===== config.mk =====
export PLATFORM = sky130hd
export DESIGN_NAME = btn_pulse_gen
export DESIGN_NICKNAME = d
export VERILOG_FILES = /design/src/rtl/btn_pkg.sv /design/src/rtl/sync_2ff.sv /design/src/rtl/btn_pulse_gen.sv
export SDC_FILE = /design/constraint.sdc
export NUM_CORES = 1
export LEC_CHECK = 0
export CAP_MARGIN = 20
export CORE_ASPECT_RATIO = 0.75
export CORE_MARGIN = 3
export CORE_UTILIZATION = 50
export CTS_CLUSTER_SIZE = 14
export DETAILED_ROUTE_END_ITERATION = 8
export PLACE_DENSITY = 0.77
export SLEW_MARGIN = 20
export SYNTH_ARGS = -nofsm -noshare
export SYNTH_HDL_FRONTEND = slang
export SYNTH_HIERARCHICAL = 1
export SYNTH_SLANG_ARGS = --single-unit
export TNS_END_PERCENT = 10

===== constraint.sdc =====
create_clock -name clk -period 2.8 [get_ports clk]
set_clock_uncertainty 0.2 [all_clocks]
set_input_delay 0.56 -clock clk [delete_from_list [all_inputs] [get_ports clk]]
set_output_delay 0.56 -clock clk [all_outputs]
set_load 0.1 [all_outputs]

===== src/rtl/btn_pkg.sv =====
// Shared definitions for the push-button conditioning path: FSM state
// encoding and the counter width helpers.
package btn_pkg;

  localparam logic [1:0] S_IDLE         = 2'd0;
  localparam logic [1:0] S_PRESS_WAIT   = 2'd1;
  localparam logic [1:0] S_PRESSED      = 2'd2;
  localparam logic [1:0] S_RELEASE_WAIT = 2'd3;

  typedef enum logic [1:0] {
    IDLE         = S_IDLE,
    PRESS_WAIT   = S_PRESS_WAIT,
    PRESSED      = S_PRESSED,
    RELEASE_WAIT = S_RELEASE_WAIT
  } btn_state_t;

  // Bits needed to hold any value 0..max_val (at least one bit).
  function automatic int unsigned cnt_width(input int unsigned max_val);
    if (max_val == 0) return 1;
    return $clog2(max_val + 1);
  endfunction

  function automatic int unsigned max_u(input int unsigned a, input int unsigned b);
    return (a > b) ? a : b;
  endfunction

endpackage


===== src/rtl/sync_2ff.sv =====
// Two-flop synchronizer for a single asynchronous level input. Both
// flops clear on the synchronous reset so the output is a known 0.
module sync_2ff (
  input  logic clk,
  input  logic reset,
  input  logic d,
  output logic q
);

  logic meta;

  // Two back-to-back flops give the first one a full cycle to settle.
  always_ff @(posedge clk) begin
    if (reset) begin
      meta <= 1'b0;
      q    <= 1'b0;
    end else begin
      meta <= d;
      q    <= meta;
    end
  end

endmodule


===== src/rtl/btn_pulse_gen.sv =====
// Push-button conditioner: synchronizes and debounces a raw button,
// produces a one-cycle strobe per accepted press plus optional
// auto-repeat strobes while held, and a debounced level.
//
// The FSM decides "fire" and the new state on the same edge; pulse and
// level are then taken from one more flop stage so both outputs leave
// the block from dedicated registers with identical latency
// (DEBOUNCE_CYCLES+3 edges from the first high/low sample of btn).
//
// Handshake: none. pulse is a plain strobe, high for exactly one cycle;
// the consumer samples it on every clock edge, there is no back-pressure.
module btn_pulse_gen
  import btn_pkg::*;
#(
  parameter int unsigned DEBOUNCE_CYCLES = 1000000,
  parameter int unsigned REPEAT_DELAY    = 50000000,
  parameter int unsigned REPEAT_PERIOD   = 10000000
) (
  input  logic clk,
  input  logic reset,
  input  logic btn,
  output logic pulse,
  output logic level
);

  localparam int unsigned DW = cnt_width(DEBOUNCE_CYCLES);
  localparam int unsigned RW = cnt_width(max_u(REPEAT_DELAY, REPEAT_PERIOD));
  localparam bit REPEAT_EN = (REPEAT_DELAY != 0);

  localparam logic [DW-1:0] DCNT_LAST   = DW'(DEBOUNCE_CYCLES - 1);
  localparam logic [RW-1:0] DELAY_LAST  = RW'(REPEAT_EN ? (REPEAT_DELAY - 1) : 0);
  localparam logic [RW-1:0] PERIOD_LAST = RW'((REPEAT_PERIOD == 0) ? 0 : (REPEAT_PERIOD - 1));

  logic            btn_s;
  btn_state_t      state, state_nxt;
  logic [DW-1:0]   dcnt, dcnt_nxt;
  logic [RW-1:0]   rcnt, rcnt_nxt;
  logic [RW-1:0]   rcnt_tgt;
  logic            use_period, use_period_nxt;
  logic            fire;
  logic            fire_q;

  sync_2ff u_sync (
    .clk   (clk),
    .reset (reset),
    .d     (btn),
    .q     (btn_s)
  );

  // First repeat waits REPEAT_DELAY, every later one REPEAT_PERIOD.
  assign rcnt_tgt = use_period ? PERIOD_LAST : DELAY_LAST;

  // Next-state, counter updates and strobe decision.
  always_comb begin
    state_nxt      = state;
    dcnt_nxt       = dcnt;
    rcnt_nxt       = rcnt;
    use_period_nxt = use_period;
    fire           = 1'b0;
    case (state)
      IDLE: begin
        if (btn_s) begin
          state_nxt = PRESS_WAIT;
          dcnt_nxt  = '0;
        end
      end
      PRESS_WAIT: begin
        if (!btn_s) begin
          state_nxt = IDLE;
        end else if (dcnt == DCNT_LAST) begin
          state_nxt      = PRESSED;
          fire           = 1'b1;
          rcnt_nxt       = '0;
          use_period_nxt = 1'b0;
        end else begin
          dcnt_nxt = dcnt + DW'(1);
        end
      end
      PRESSED: begin
        if (!btn_s) begin
          state_nxt = RELEASE_WAIT;
          dcnt_nxt  = '0;
        end else if (REPEAT_EN) begin
          if (rcnt == rcnt_tgt) begin
            fire           = 1'b1;
            rcnt_nxt       = '0;
            use_period_nxt = 1'b1;
          end else begin
            rcnt_nxt = rcnt + RW'(1);
          end
        end
      end
      RELEASE_WAIT: begin
        // A bounce back high resumes the hold; the repeat counter and
        // its target stay frozen while in this state.
        if (btn_s) begin
          state_nxt = PRESSED;
        end else if (dcnt == DCNT_LAST) begin
          state_nxt = IDLE;
        end else begin
          dcnt_nxt = dcnt + DW'(1);
        end
      end
      default: begin
        state_nxt = IDLE;
      end
    endcase
  end

  // FSM state, counters and the strobe decision register.
  always_ff @(posedge clk) begin
    if (reset) begin
      state      <= IDLE;
      dcnt       <= '0;
      rcnt       <= '0;
      use_period <= 1'b0;
      fire_q     <= 1'b0;
    end else begin
      state      <= state_nxt;
      dcnt       <= dcnt_nxt;
      rcnt       <= rcnt_nxt;
      use_period <= use_period_nxt;
      fire_q     <= fire;
    end
  end

  // Output registers: strobe and debounced level from the settled FSM.
  always_ff @(posedge clk) begin
    if (reset) begin
      pulse <= 1'b0;
      level <= 1'b0;
    end else begin
      pulse <= fire_q;
      level <= (state == PRESSED) || (state == RELEASE_WAIT);
    end
  end

endmodule


==> summary.md <==
| Metric | Value |
|---|---|
| Post-CTS setup buffers | 0 |
| Area post-placement | 2955 µm² |
| CP Class | reg2reg |
| Crit path buf inv count | 2 |
| Drt via density | 5.818 |
| H-tree levels | 2 |
| Layout area overhead | 10.08% |
| Syn. warnings | 6 |
| Die X | 92.12 µm |
| Die height | 70.59 µm |
| HP Class | reg2reg |
| Seq/Total Area, Yosys | 38.87% |
| Slew headroom | 65.02% |
| Pwr/cell area | 459.1 nW/µm² |
| Nets | 359 |
| Remaining DRCs | 0 |
| First-pass GRT wire length | 10420 µm |
| Final min period | 2.514 ns |
| Number of buffers created by CTS | 5 |
| Ys async rst share | 0% |
| GRT Total Usage | 19.45% |
| Clk Latency, worst-skew pair | 0.31 ns |
| Antenna Nets Post-Route | 0 |
| Critical path's slowest cell | dfxtp_1 |
| Max-slew violations | 0 |
| Worst-Margin Slew | 0.5247 ns |
| Via Count | 2461 |
| GPL Wtd Cong | 0.9157 |
| Mapped Area | 2781 µm² |
| Final antenna diode count | 0 |
| Global route overflow | 0 |
| Clk slew on worst S/H paths | 0.09 ns |
| Worst setup EP type | flip-flop |
| Gate Count Post-Synth | 337 |
| Worst Slack Setup Final | 0.2856 ns |
| Clock Sinks | 54 |
| Share of cells above drive strength 1 | 8.832% |
| # port buffers | 4 |
| Vias in the first global route | 2167 |
| Crit path largest cell delay | 0.40 ns |
| Row count | 22 |
| Largest net degree at the start of global routing | 18 |
| Distinct cells, synth | 51 |
| Util after Layout | 59.80% |
| Leakage power | 0.9632 nW |
| Setup crit start kind | flip-flop |
| Max_cap viols | 0 |
| Antenna violations before repair | 0 |
| Total Routed Length | 6059 µm |
| WL met2 | 2348 µm |
| CORE AREA | 5120 µm² |
| Final period util | 89.80% |
| Net count after synthesis | 346 |
| Max Freq | 397.7 MHz |
| Drt first pass iters | 5 |
| CTS tree | built |
| Clock tree buffer depth | 2 |
| # resized after CTS | 0 |
| Crit-path cells | inv_1 > ha_1 > buf_4 > nor2b_1 > o21a_1 > a21oi_1 > nor3_1 > a31oi_1 > o31ai_1 |
| Crit path DAT | 2.53 ns |
| Initial Util | 54.33% |
| Fillers | 474 |
| Final instance area | 3062 µm² |
| Initial DRC count | 218 |
| Final hold vios | 0 |
| EDFF count, synth | 0 |
| Hold-fix buffers at CTS | 0 |
| Met1 Wirelength | 3304 µm |
| Reg area | 1081 µm² |
| Avg Cell Area, Syn | 8.253 µm² |
| WL per Instance | 14.32 µm |
| RSZ-0062 raised after global routing | false |
| Top sig layer | met4 |
| Setup TNS | 0 ns |
| DP Worst Slack | 0.3008 ns |
| Post-DP HPWL | 4380 µm |
| Die area | 6503 µm² |
| Area of the multi-input gates | 1633 µm² |
| CP Max Fanout | 7 |
| CTS Root Cell | clkbuf_8 |
| I/O pin total | 5 |
| Status | completed |
| Commonest non-fill, non-tap cells in the layout | dfxtp_1, nor2_1, nand2_1 |
| Crit-path leading delay family | compound AO/OA/AOI/OAI gates |
| Synth Register Bits | 54 |
| Met3 routed WL | 363 µm |
| # setup viols final | 0 |
| Most common cell after layout, fill and taps aside | dfxtp_1 |
| Peak VDD IR | 356.9 µV |
| Synth Flop Type | dfxtp_1 |
| Worst endpoint required time | 2.82 ns |
-- cell usage after synthesis, types with 2 or more instances --
cell type | instances | area, µm²
a21oi_1 | 16 | 80.08
a31oi_1 | 2 | 12.51
and3_1 | 5 | 31.28
and4bb_2 | 2 | 25.02
buf_2 | 3 | 15.01
clkbuf_1 | 7 | 26.28
dfxtp_1 | 54 | 1081
ha_1 | 6 | 75.07
inv_1 | 7 | 26.28
mux2i_1 | 2 | 20.02
nand2_1 | 23 | 86.33
nand3_1 | 17 | 85.08
nand4_1 | 19 | 118.9
nor2_1 | 51 | 191.4
nor2b_1 | 10 | 62.56
nor3_1 | 18 | 90.09
nor3b_1 | 3 | 22.52
nor4_1 | 7 | 43.79
nor4b_1 | 4 | 35.03
o21ai_0 | 13 | 65.06
o311ai_0 | 2 | 17.52
o31ai_1 | 4 | 30.03
or3_1 | 6 | 37.54
or4_1 | 2 | 15.01
xnor2_1 | 19 | 166.4
xor2_1 | 10 | 87.58
-- layout make-up --
class / instances / area share, %
multi-input cells: 266 / 53.33
flip-flops and latches: 54 / 35.31
repair buffers: 16 / 4.087
well taps: 72 / 2.942
clock buffers: 7 / 2.493
clock inverters: 1 / 0.9808
inverters: 7 / 0.8582
-- logic make-up after synthesis --
| kind of cell | after synthesis | synth area share (%) |
|---|---|---|
| simple gates | 183 | 35.54 |
| compound gates | 46 | 10.62 |
| mux | 2 | 0.7198 |
| fa+ha+maj | 6 | 2.699 |
| xor+xnor | 29 | 9.132 |
| buf+inv | 17 | 2.429 |
| flops | 54 | 38.87 |
-- worst reg2reg max path, stage by stage, from the launching register on --
cell	delay [ns]
dfxtp_1	0.40
inv_1	0.12
ha_1	0.28
buf_4	0.18
nor2b_1	0.25
o21a_1	0.20
a21oi_1	0.13
nor3_1	0.32
a31oi_1	0.15
o31ai_1	0.20
-- layer usage --
layer / track usage, % / vias to the layer above
li1: - / 1239
met1: 31.50 / 1144
met2: 26.62 / 73
met3: 3.188 / 5
met5: 0 / -
met4: 4.283 / 0
-- state kept, by name (all words and copies together), names as in the netlist, named ones only --
register,count
dcnt,20
fire_q,1
level,1
pulse,1
rcnt,26
state,1
u_sync/meta,1
u_sync/q,1
use_period,1
-- report_power, final --
group / internal [mW] / leakage (nW) / switching, mW
Combinational: 0.0384 / 0.475 / 0.0775
Sequential: 0.774 / 0.435 / 0.00642
Clock: 0.268 / 0.0524 / 0.242
Total: 1.08 / 0.963 / 0.326
-- path summary, 6_finish.rpt --
check	from	endpoint	slack, ns	cells past startpoint
worst max-delay path	state[0]	dcnt[14]	0.29	9
worst min-delay path	u_sync/meta	u_sync/q	0.26	1
worst max register to register	state[0]	dcnt[14]	0.29	9
worst min register to register	u_sync/meta	u_sync/q	0.26	1
-- metrics by stage --
stage	hold slack (ns)	cells	power, mW
3_3_place_gp	0.2208	415	0.9085
6_report	0.2560	423	1.406
3_5_place_dp	0.2426	415	0.9109
5_1_grt	0.2803	423	1.467
2_1_floorplan	0.2138	337	0.8782
4_1_cts	0.2616	423	1.416
Power figures use the tool's default switching activity.
